==> src/rtl/eth_pkg.sv <==
// Shared definitions for the Ethernet packet generator: frame types,
// header/minimum-length constants, send-request codes and frame length rule.
package eth_pkg;

  typedef enum logic {
    PKT_ARP = 1'b0,
    PKT_UDP = 1'b1
  } pkt_type_t;

  localparam logic [15:0] ETH_MIN_FRAME  = 16'd60;
  localparam logic [15:0] ETH_IP_UDP_HDR = 16'd42;

  localparam logic [1:0] SEND_NONE = 2'd0;
  localparam logic [1:0] SEND_ARP  = 2'd1;
  localparam logic [1:0] SEND_UDP  = 2'd2;
  localparam logic [1:0] SEND_BOTH = 2'd3;

  // Frame length in bytes excluding FCS; short frames are padded to the
  // Ethernet minimum. Callers guarantee udp_len is small enough not to wrap.
  function automatic logic [15:0] frame_len(input pkt_type_t ptype,
                                            input logic [15:0] udp_len);
    logic [15:0] len;
    if (ptype == PKT_ARP) begin
      len = ETH_MIN_FRAME;
    end else begin
      len = ETH_IP_UDP_HDR + udp_len;
      if (len < ETH_MIN_FRAME) begin
        len = ETH_MIN_FRAME;
      end
    end
    return len;
  endfunction

endpackage

==> src/rtl/eth_tx_scheduler.sv <==
// Frame transmit scheduler: latches ARP/UDP send requests, grants them one at
// a time to the frame builder (ARP first), enforces the inter-frame gap and a
// completion timeout, and keeps per-type sent counters and sticky error flags.
module eth_tx_scheduler
  import eth_pkg::*;
#(
  parameter int unsigned IFG_CLKS     = 12,
  parameter int unsigned TIMEOUT_CLKS = 65535,
  parameter int unsigned MAX_UDP_LEN  = 1472
) (
  input  logic        clk,
  input  logic        rst_n,
  input  logic [1:0]  i_send_packet,
  input  logic [15:0] i_udp_data_len,
  input  logic        i_tx_ready,
  input  logic        i_tx_done,
  input  logic        i_clr_status,
  output logic        o_tx_start,
  output logic        o_tx_type,
  output logic [15:0] o_frame_len,
  output logic        o_busy,
  output logic [15:0] o_arp_cnt,
  output logic [15:0] o_udp_cnt,
  output logic        o_err_len,
  output logic        o_err_timeout
);

  typedef enum logic [1:0] {
    IDLE      = 2'd0,
    START     = 2'd1,
    WAIT_DONE = 2'd2,
    GAP       = 2'd3
  } state_t;

  state_t      state_q, state_d;
  logic        arp_pend_q, arp_pend_d;
  logic        udp_pend_q, udp_pend_d;
  // Shared cycle counter: timeout count in WAIT_DONE, gap count in GAP.
  logic [31:0] cyc_cnt_q, cyc_cnt_d;
  logic        tx_start_q, tx_start_d;
  pkt_type_t   tx_type_q, tx_type_d;
  logic [15:0] frame_len_q, frame_len_d;
  logic        busy_q;
  logic [15:0] arp_cnt_q, arp_cnt_d;
  logic [15:0] udp_cnt_q, udp_cnt_d;
  logic        err_len_q, err_len_d;
  logic        err_to_q, err_to_d;

  logic req_arp, req_udp, udp_too_long;
  logic arp_clr, udp_clr, done_evt, timeout_evt, drop_evt;

  assign req_arp      = (i_send_packet == SEND_ARP) || (i_send_packet == SEND_BOTH);
  assign req_udp      = (i_send_packet == SEND_UDP) || (i_send_packet == SEND_BOTH);
  assign udp_too_long = ({16'd0, i_udp_data_len} > MAX_UDP_LEN);

  // Sequencing: grant selection in IDLE, start pulse, done/timeout wait, gap.
  always_comb begin
    state_d     = state_q;
    cyc_cnt_d   = cyc_cnt_q;
    tx_start_d  = 1'b0;
    tx_type_d   = tx_type_q;
    frame_len_d = frame_len_q;
    arp_clr     = 1'b0;
    udp_clr     = 1'b0;
    done_evt    = 1'b0;
    timeout_evt = 1'b0;
    drop_evt    = 1'b0;
    case (state_q)
      IDLE: begin
        if (i_tx_ready) begin
          if (arp_pend_q) begin
            arp_clr     = 1'b1;
            tx_type_d   = PKT_ARP;
            frame_len_d = frame_len(PKT_ARP, i_udp_data_len);
            tx_start_d  = 1'b1;
            state_d     = START;
          end else if (udp_pend_q) begin
            udp_clr = 1'b1;
            if (udp_too_long) begin
              // Oversized payload is discarded without involving the builder.
              drop_evt = 1'b1;
            end else begin
              tx_type_d   = PKT_UDP;
              frame_len_d = frame_len(PKT_UDP, i_udp_data_len);
              tx_start_d  = 1'b1;
              state_d     = START;
            end
          end
        end
      end
      START: begin
        cyc_cnt_d = '0;
        state_d   = WAIT_DONE;
      end
      WAIT_DONE: begin
        if (i_tx_done) begin
          done_evt  = 1'b1;
          cyc_cnt_d = '0;
          state_d   = GAP;
        end else if (cyc_cnt_q == TIMEOUT_CLKS - 1) begin
          timeout_evt = 1'b1;
          cyc_cnt_d   = '0;
          state_d     = GAP;
        end else begin
          cyc_cnt_d = cyc_cnt_q + 32'd1;
        end
      end
      GAP: begin
        if (cyc_cnt_q == IFG_CLKS - 1) begin
          state_d = IDLE;
        end else begin
          cyc_cnt_d = cyc_cnt_q + 32'd1;
        end
      end
      default: state_d = IDLE;
    endcase
  end

  // Pending flags merge repeats; a new request beats a same-cycle grant clear.
  always_comb begin
    arp_pend_d = (arp_pend_q && !arp_clr) || req_arp;
    udp_pend_d = (udp_pend_q && !udp_clr) || req_udp;
  end

  // Status: counters and sticky errors, with clear taking precedence.
  always_comb begin
    arp_cnt_d = arp_cnt_q;
    udp_cnt_d = udp_cnt_q;
    err_len_d = err_len_q;
    err_to_d  = err_to_q;
    if (i_clr_status) begin
      arp_cnt_d = '0;
      udp_cnt_d = '0;
      err_len_d = 1'b0;
      err_to_d  = 1'b0;
    end else begin
      if (done_evt && (tx_type_q == PKT_ARP)) arp_cnt_d = arp_cnt_q + 16'd1;
      if (done_evt && (tx_type_q == PKT_UDP)) udp_cnt_d = udp_cnt_q + 16'd1;
      if (drop_evt)    err_len_d = 1'b1;
      if (timeout_evt) err_to_d  = 1'b1;
    end
  end

  // State and output registers.
  always_ff @(posedge clk or negedge rst_n) begin
    if (!rst_n) begin
      state_q     <= IDLE;
      arp_pend_q  <= 1'b0;
      udp_pend_q  <= 1'b0;
      cyc_cnt_q   <= '0;
      tx_start_q  <= 1'b0;
      tx_type_q   <= PKT_ARP;
      frame_len_q <= '0;
      busy_q      <= 1'b0;
      arp_cnt_q   <= '0;
      udp_cnt_q   <= '0;
      err_len_q   <= 1'b0;
      err_to_q    <= 1'b0;
    end else begin
      state_q     <= state_d;
      arp_pend_q  <= arp_pend_d;
      udp_pend_q  <= udp_pend_d;
      cyc_cnt_q   <= cyc_cnt_d;
      tx_start_q  <= tx_start_d;
      tx_type_q   <= tx_type_d;
      frame_len_q <= frame_len_d;
      busy_q      <= (state_d != IDLE);
      arp_cnt_q   <= arp_cnt_d;
      udp_cnt_q   <= udp_cnt_d;
      err_len_q   <= err_len_d;
      err_to_q    <= err_to_d;
    end
  end

  assign o_tx_start    = tx_start_q;
  assign o_tx_type     = tx_type_q;
  assign o_frame_len   = frame_len_q;
  assign o_busy        = busy_q;
  assign o_arp_cnt     = arp_cnt_q;
  assign o_udp_cnt     = udp_cnt_q;
  assign o_err_len     = err_len_q;
  assign o_err_timeout = err_to_q;

endmodule
==> config.mk <==
export PLATFORM = sky130hd
export DESIGN_NAME = eth_tx_scheduler
export DESIGN_NICKNAME = d
export VERILOG_FILES = /design/src/rtl/eth_pkg.sv /design/src/rtl/eth_tx_scheduler.sv
export SDC_FILE = /design/constraint.sdc
export NUM_CORES = 1
export LEC_CHECK = 0
export CORE_MARGIN = 1.5
export CORE_UTILIZATION = 35
export CTS_CLUSTER_DIAMETER = 120
export DETAILED_ROUTE_END_ITERATION = 8
export GPL_ROUTABILITY_DRIVEN = 0
export GPL_TIMING_DRIVEN = 0
export PLACE_DENSITY_LB_ADDON = 0.3
export RECOVER_POWER = 25
export SYNTH_ARGS = -nofsm -noshare
export SYNTH_HDL_FRONTEND = slang
export SYNTH_SLANG_ARGS = --single-unit
==> constraint.sdc <==
create_clock -name clk -period 3.55 [get_ports clk]
set_input_delay 0.8875 -clock clk [delete_from_list [all_inputs] [get_ports clk]]
set_output_delay 0.8875 -clock clk [all_outputs]
set_load 0.02 [all_outputs]
After elaboration in Yosys (flattened, before gate mapping)

Index checks and enable logic that the tools add are counted.

Bits in registers: 89
Input port bits: 23

$add $sub $neg: 4
$lt $le $gt $ge: 2
Equal/unequal tests: 10
Muxes and demuxes: 49
Bitwise operators: 1
Reductions and logical operators: 20

Operators by type and width:

| kind                                                        | number |
|---|---|
| two-way mux 16 bit                                          | 8 |
| two-way mux 32 bit                                          | 3 |
| case mux 32 bit (3 select lines)                            | 1 |
| adder 16 x 1 -> 16 bit, second input constant               | 2 |
| adder 32 x 1 -> 32 bit, second input constant               | 1 |
| == test 32 x 16 -> 1 bit, second input constant             | 1 |
| == test 32 x 4 -> 1 bit, second input constant              | 1 |
| two-way mux 1 bit                                           | 29 |
| adder 6 x 16 -> 16 bit, first input constant                | 1 |
| > comparator 16 x 11 -> 1 bit, second input constant        | 1 |
| less-than comparator 16 x 6 -> 1 bit, second input constant | 1 |
| two-way mux 2 bit                                           | 7 |
| nonzero test 2 bit                                          | 6 |
| == test 2 bit, second input constant                        | 4 |
| case mux 2 bit (4 select lines)                             | 1 |
| == test 2 x 1 -> 1 bit, second input constant               | 2 |
| logical AND 1 bit                                           | 4 |
| logical OR 1 bit                                            | 4 |
| inequality test 2 bit, second input constant                | 2 |
| AND reduction 4 bit                                         | 1 |
| nonzero test 3 bit                                          | 1 |
| zero test 1 bit                                             | 2 |
| zero test 2 bit                                             | 1 |
| AND reduction 2 bit                                         | 1 |
| NOT 1 bit                                                   | 1 |

Logic depth before layout (Yosys ltp)

Word-level depth: 8
Mapped depth: 8
Depth with buffers taken out: 7

Worst setup path before layout

Ideal clock, no wire load.

Kind: in2reg
Start: input i_udp_data_len[1]
End: register frame_len_q[4], in the netlist o_frame_len[4]
Data arrival time: 2485 ps
Required time: 3424 ps
Path slack: 939 ps
Cell stages on the path: 8
Cell sequence: ha_1 o21a_1 buf_2 o21a_1 o211a_1 o21ai_0 nor4b_4 o32a_1

Word-level cells in the longest chain between the ends: 6
Elaborated cells on any way between the ends: 9
Classes of those cells: add/sub: 1; order compare: 2; eq/ne: 1; mux: 4; reduce/logical: 1

Ends and longest elaborated chain:

| item                                 | RTL line                | RTL |
|---|---|---|
| start: declaration                   | eth_tx_scheduler.sv:14  | `input logic [15:0] i_udp_data_len,` |
| adder 6 x 16 -> 16 bit               | eth_pkg.sv:26           | `len = ETH_IP_UDP_HDR + udp_len;` |
| less-than comparator 16 x 6 -> 1 bit | eth_pkg.sv:27           | `if (len < ETH_MIN_FRAME) begin` |
| two-way mux 16 bit                   | eth_pkg.sv:27           |  |
| two-way mux 16 bit                   | eth_tx_scheduler.sv:79  | `if (udp_too_long) begin` |
| two-way mux 16 bit                   | eth_tx_scheduler.sv:77  | `end else if (udp_pend_q) begin` |
| two-way mux 16 bit                   | eth_tx_scheduler.sv:71  | `if (arp_pend_q) begin` |
| end signal: assignment               | eth_tx_scheduler.sv:166 | `frame_len_q <= frame_len_d;` |
| end: declaration                     | eth_tx_scheduler.sv:42  | `logic [15:0] frame_len_q, frame_len_d;` |

Parallel ways exist; a longest one is shown, timed or not. The select of a mux whose other input is x is not followed.
A chain may end at the register's enable or synchronous reset.

Worst setup path in the final report

Start: input i_udp_data_len[1]
End: register frame_len_q[0], in the netlist o_frame_len[0]

Same word-level chain as after synthesis.

==> flow_summary.toml <==
[pwr]
net_sw_frac = 0.273
powerDensity_nw_per_um2 = 418
clock_power_share = 0.400
switchingPower_w = 0.000666
seqPwrFrac = 0.459
total_power_w = 0.00244
cellInternalPower_w = 0.00178
power_frac_comb = 0.142
irDropWorstVdd_v = 0.000221
total_leakage_power_nw = 2.41

[global_route]
grt_pass1_vias = 3766
global_route.overflow_total = 0
wire_length_of_the_first_global_routing_pass_um = 18600
grt_antenna_before_repair = 0
track_usage = 0.164
grt_max_degree = 70

[drt]
drt-pass1-iter-count = 4
detailroute.via_count = 3847
detail-route-antenna-nets = 0
route.detailed.wl_per_inst_um = 14.2
drt_iter0_markers = 207
avgViaCountPerCell = 5.12
dr_drc_count = 0
drt_wl_total_um = 10700

[critical_path]
crit_start = "i_udp_data_len[1]"
cp_slowest_stage_delay_ns = 0.53
worstPathCellList = "clkdlybuf4s50_1, ha_1, o21a_1, buf_2, o21a_1, o31ai_1, o21ai_0, nor4b_4, o21ai_0"
critPathArrivalTime_ns = 3.34
worstSetupEndpointType = "flop"
crit_path_max_fanout = 9
worst_setup_path_start_kind = "input pin"
required_ns = 3.76
cp_slowest_cell = "clkdlybuf4s50_1"
cp_top_family = "compound AO/OA/AOI/OAI gates"
rr_startpoint = "state_q[0]"
critical_path_class = "input pin to flop"
cp_num_buf_inv = 2

[logic_synthesis]
ys_warn_count = 0
synth-edff-count = 0
postSynth.asyncResetShare = 1.00
syn_inst = 494
synth.avg_cell_area_um2 = 9.34
post_synth_mux_area_share = 0.00651
synthAdderAreaFrac = 0.0136
synth-compound-area-share = 0.0958
synth_sequential_area_ratio = 0.483
synth.ff_latch_count = 89
dominant_combinational_cell_family_by_area_after_synthesis = "simple AND/OR/NAND/NOR gates"
synth.cell_area_um2 = 4610
syn_nets = 522
post_synth_and_or_nand_nor_area_fraction = 0.258
dominantRegCellSynth = "dfrtp_1"
synth_cell_type_count = 51
synth-xor-area-share = 0.108

[worst_hold_path]
startpoint_of_the_lowest_slack_hold_path = "o_frame_len[15]"
hp-class = "flop to flop"

[run_status]
outcome = "finished, final reports clean"

[sta]
slew-limit-headroom = 0.162
fin_worst_skew_ns = 0.00774
final.min_clock_period_ns = 3.13
finalHoldViolCount = 0
clock.fmax_mhz = 320
finalSetupViolCount = 0
layout_worst_path_cycle_share = 0.881
slew_viol_final = 0
timing_worst_slew_pin_value_ns = 1.26
worst_hold_check_slack_ns = 0.488
grt_setup_unrepaired = "no"
timing.setup.tns_ns = 0

[floorplanning]
placement_rows = 41
die-width_um = 118
core_area_um2 = 12700
die_height_um = 118
number_of_top_level_pins = 76
initial_cell_density_of_the_core = 0.363
die_area_um2 = 13900

[layout]
drive_above_1_share = 0.0569
layout_common_cells = "dfrtp_1 (89), clkdlybuf4s50_1 (69), nor2_1 (66), nand2_1 (42), xnor2_1 (31)"
mostFrequentLayoutCell = "dfrtp_1"
finalNetCount = 604
finalNonFillerCells = 752
antenna_cells_inserted = 0
layout-area-overhead-vs-synth_pct = 26.9
utilization = 0.460

[clock_tree]
hold_fix_buffer_count_after_cts = 0
cts_resized = 0
tritoncts = "yes"
cts.root.buffer_cell = "clkbuf_16"
clock_sinks = 89
htreeDepth = 3
post-cts-setup-buffers = 0
clock_slew_at_reported_path_ffs_ns = 0.07
cts_inserted_buffers = 9
worst_case_clock_buffer_depth = 2
clk-insertion-delay-late_ns = 0.34

[placed_design]
dp.cells = 737
dp_hpwl_um = 7740
port-buffer-count = 70

[flow_run]
maximum_capacitance_violations = 0
==> synthesized netlist by cell type, types with 2 or more instances <==
| cell type | count | area (µm²) |
|---|---|---|
| nand2_1 | 42 | 158 |
| nand4_1 | 16 | 100 |
| nor3_1 | 21 | 105 |
| and2_1 | 7 | 43.8 |
| or3_1 | 11 | 68.8 |
| o221ai_1 | 2 | 17.5 |
| mux2i_1 | 3 | 30.0 |
| nand3_1 | 23 | 115 |
| a21oi_1 | 17 | 85.1 |
| nor2_1 | 66 | 248 |
| or2_2 | 3 | 18.8 |
| clkbuf_1 | 10 | 37.5 |
| ha_1 | 5 | 62.6 |
| nor4_1 | 14 | 87.6 |
| a31oi_1 | 3 | 18.8 |
| and3_1 | 14 | 87.6 |
| xnor2_1 | 31 | 272 |
| xor2_1 | 26 | 228 |
| and4b_1 | 2 | 20.0 |
| o21ai_0 | 20 | 100 |
| o21ai_1 | 2 | 10.0 |
| and4_1 | 4 | 35.0 |
| or4_1 | 2 | 15.0 |
| clkbuf_2 | 2 | 10.0 |
| inv_1 | 16 | 60.1 |
| o31ai_1 | 5 | 37.5 |
| buf_2 | 6 | 30.0 |
| dfrtp_1 | 89 | 2230 |
| nand2b_1 | 2 | 12.5 |
| a21o_1 | 2 | 15.0 |
| o21a_1 | 4 | 30.0 |
| o21bai_1 | 2 | 15.0 |
| o32a_1 | 4 | 40.0 |
==> stage by stage <==
step	setup slack, ns	instance area, µm²
4_1_cts	0.466	5850
2_1_floorplan	0.939	4610
3_3_place_gp	-1.79	5530
5_1_grt	0.252	5850
3_5_place_dp	0.107	5550
6_report	0.423	5850
==> metal layers <==
| layer | global-route usage | vias to the layer above | wire length, µm |
|---|---|---|---|
| met5 | 0 | - | 0 |
| met4 | 0.0770 | 0 | 242 |
| met3 | 0.0334 | 14 | 533 |
| met2 | 0.250 | 98 | 4800 |
| met1 | 0.225 | 1837 | 5090 |
| li1 | - | 1898 | - |
==> logic make-up (layout without fill, tap and decap cells) <==
kind of cell	after synthesis	after routing
AO/OA/AOI/OAI	69	69
XOR/XNOR	57	57
adder cells (fa/ha/maj)	5	5
buffers and inverters	37	123
flip-flops	89	89
multiplexers	3	3
AND/OR/NAND/NOR	234	234
==> sequential cells by signal (all words and copies together) (netlist names) <==
name / count
cyc_cnt_q: 32
o_arp_cnt: 16
o_frame_len: 16
o_udp_cnt: 16
state_q: 2
arp_pend_q: 1
o_busy: 1
o_err_len: 1
o_err_timeout: 1
o_tx_start: 1
o_tx_type: 1
udp_pend_q: 1
==> power by group through the flow <==
stage	Sequential [W]	Clock, W	Combinational, W
CTS	0.00112	0.00100	0.000351
detailed placement	0.00114	0	0.000348
global route	0.00113	0.00104	0.000389
floorplan	0.00114	0	0.000206
finish	0.00112	0.000976	0.000346
global placement	0.00114	0	0.000338
==> worst paths after layout <==
kind                              endpoint  slack (ns)  cells past startpoint
setup / recovery            o_frame_len[0]        0.42                      9
hold / removal             o_frame_len[15]        0.49                      1
setup reg to reg             cyc_cnt_q[31]        1.07                      6
hold reg to reg            o_frame_len[15]        0.49                      1
max in group asynchronous    o_udp_cnt[14]        1.83                      2
min in group asynchronous    cyc_cnt_q[23]        0.80                      1
==> cell type report <==
type	count	area (µm²)
Buffer	21	100
Clock buffer	10	239
Clock inverter	5	62.6
Fill cell	1261	6870
Inverter	16	60.1
Multi-Input combinational cell	368	2220
Sequential cell	89	2230
Tap cell	172	215
Timing Repair Buffer	71	722
==> worst register-to-register path, stage by stage, from the launching register on <==
cell and delay, ns:
dfrtp_1 0.47, nor2_1 0.14, nor4_1 1.02, nand2_1 0.26
nor3_1 0.28, xnor2_1 0.16, nor2_1 0.05
Power figures use the tool's default switching activity.
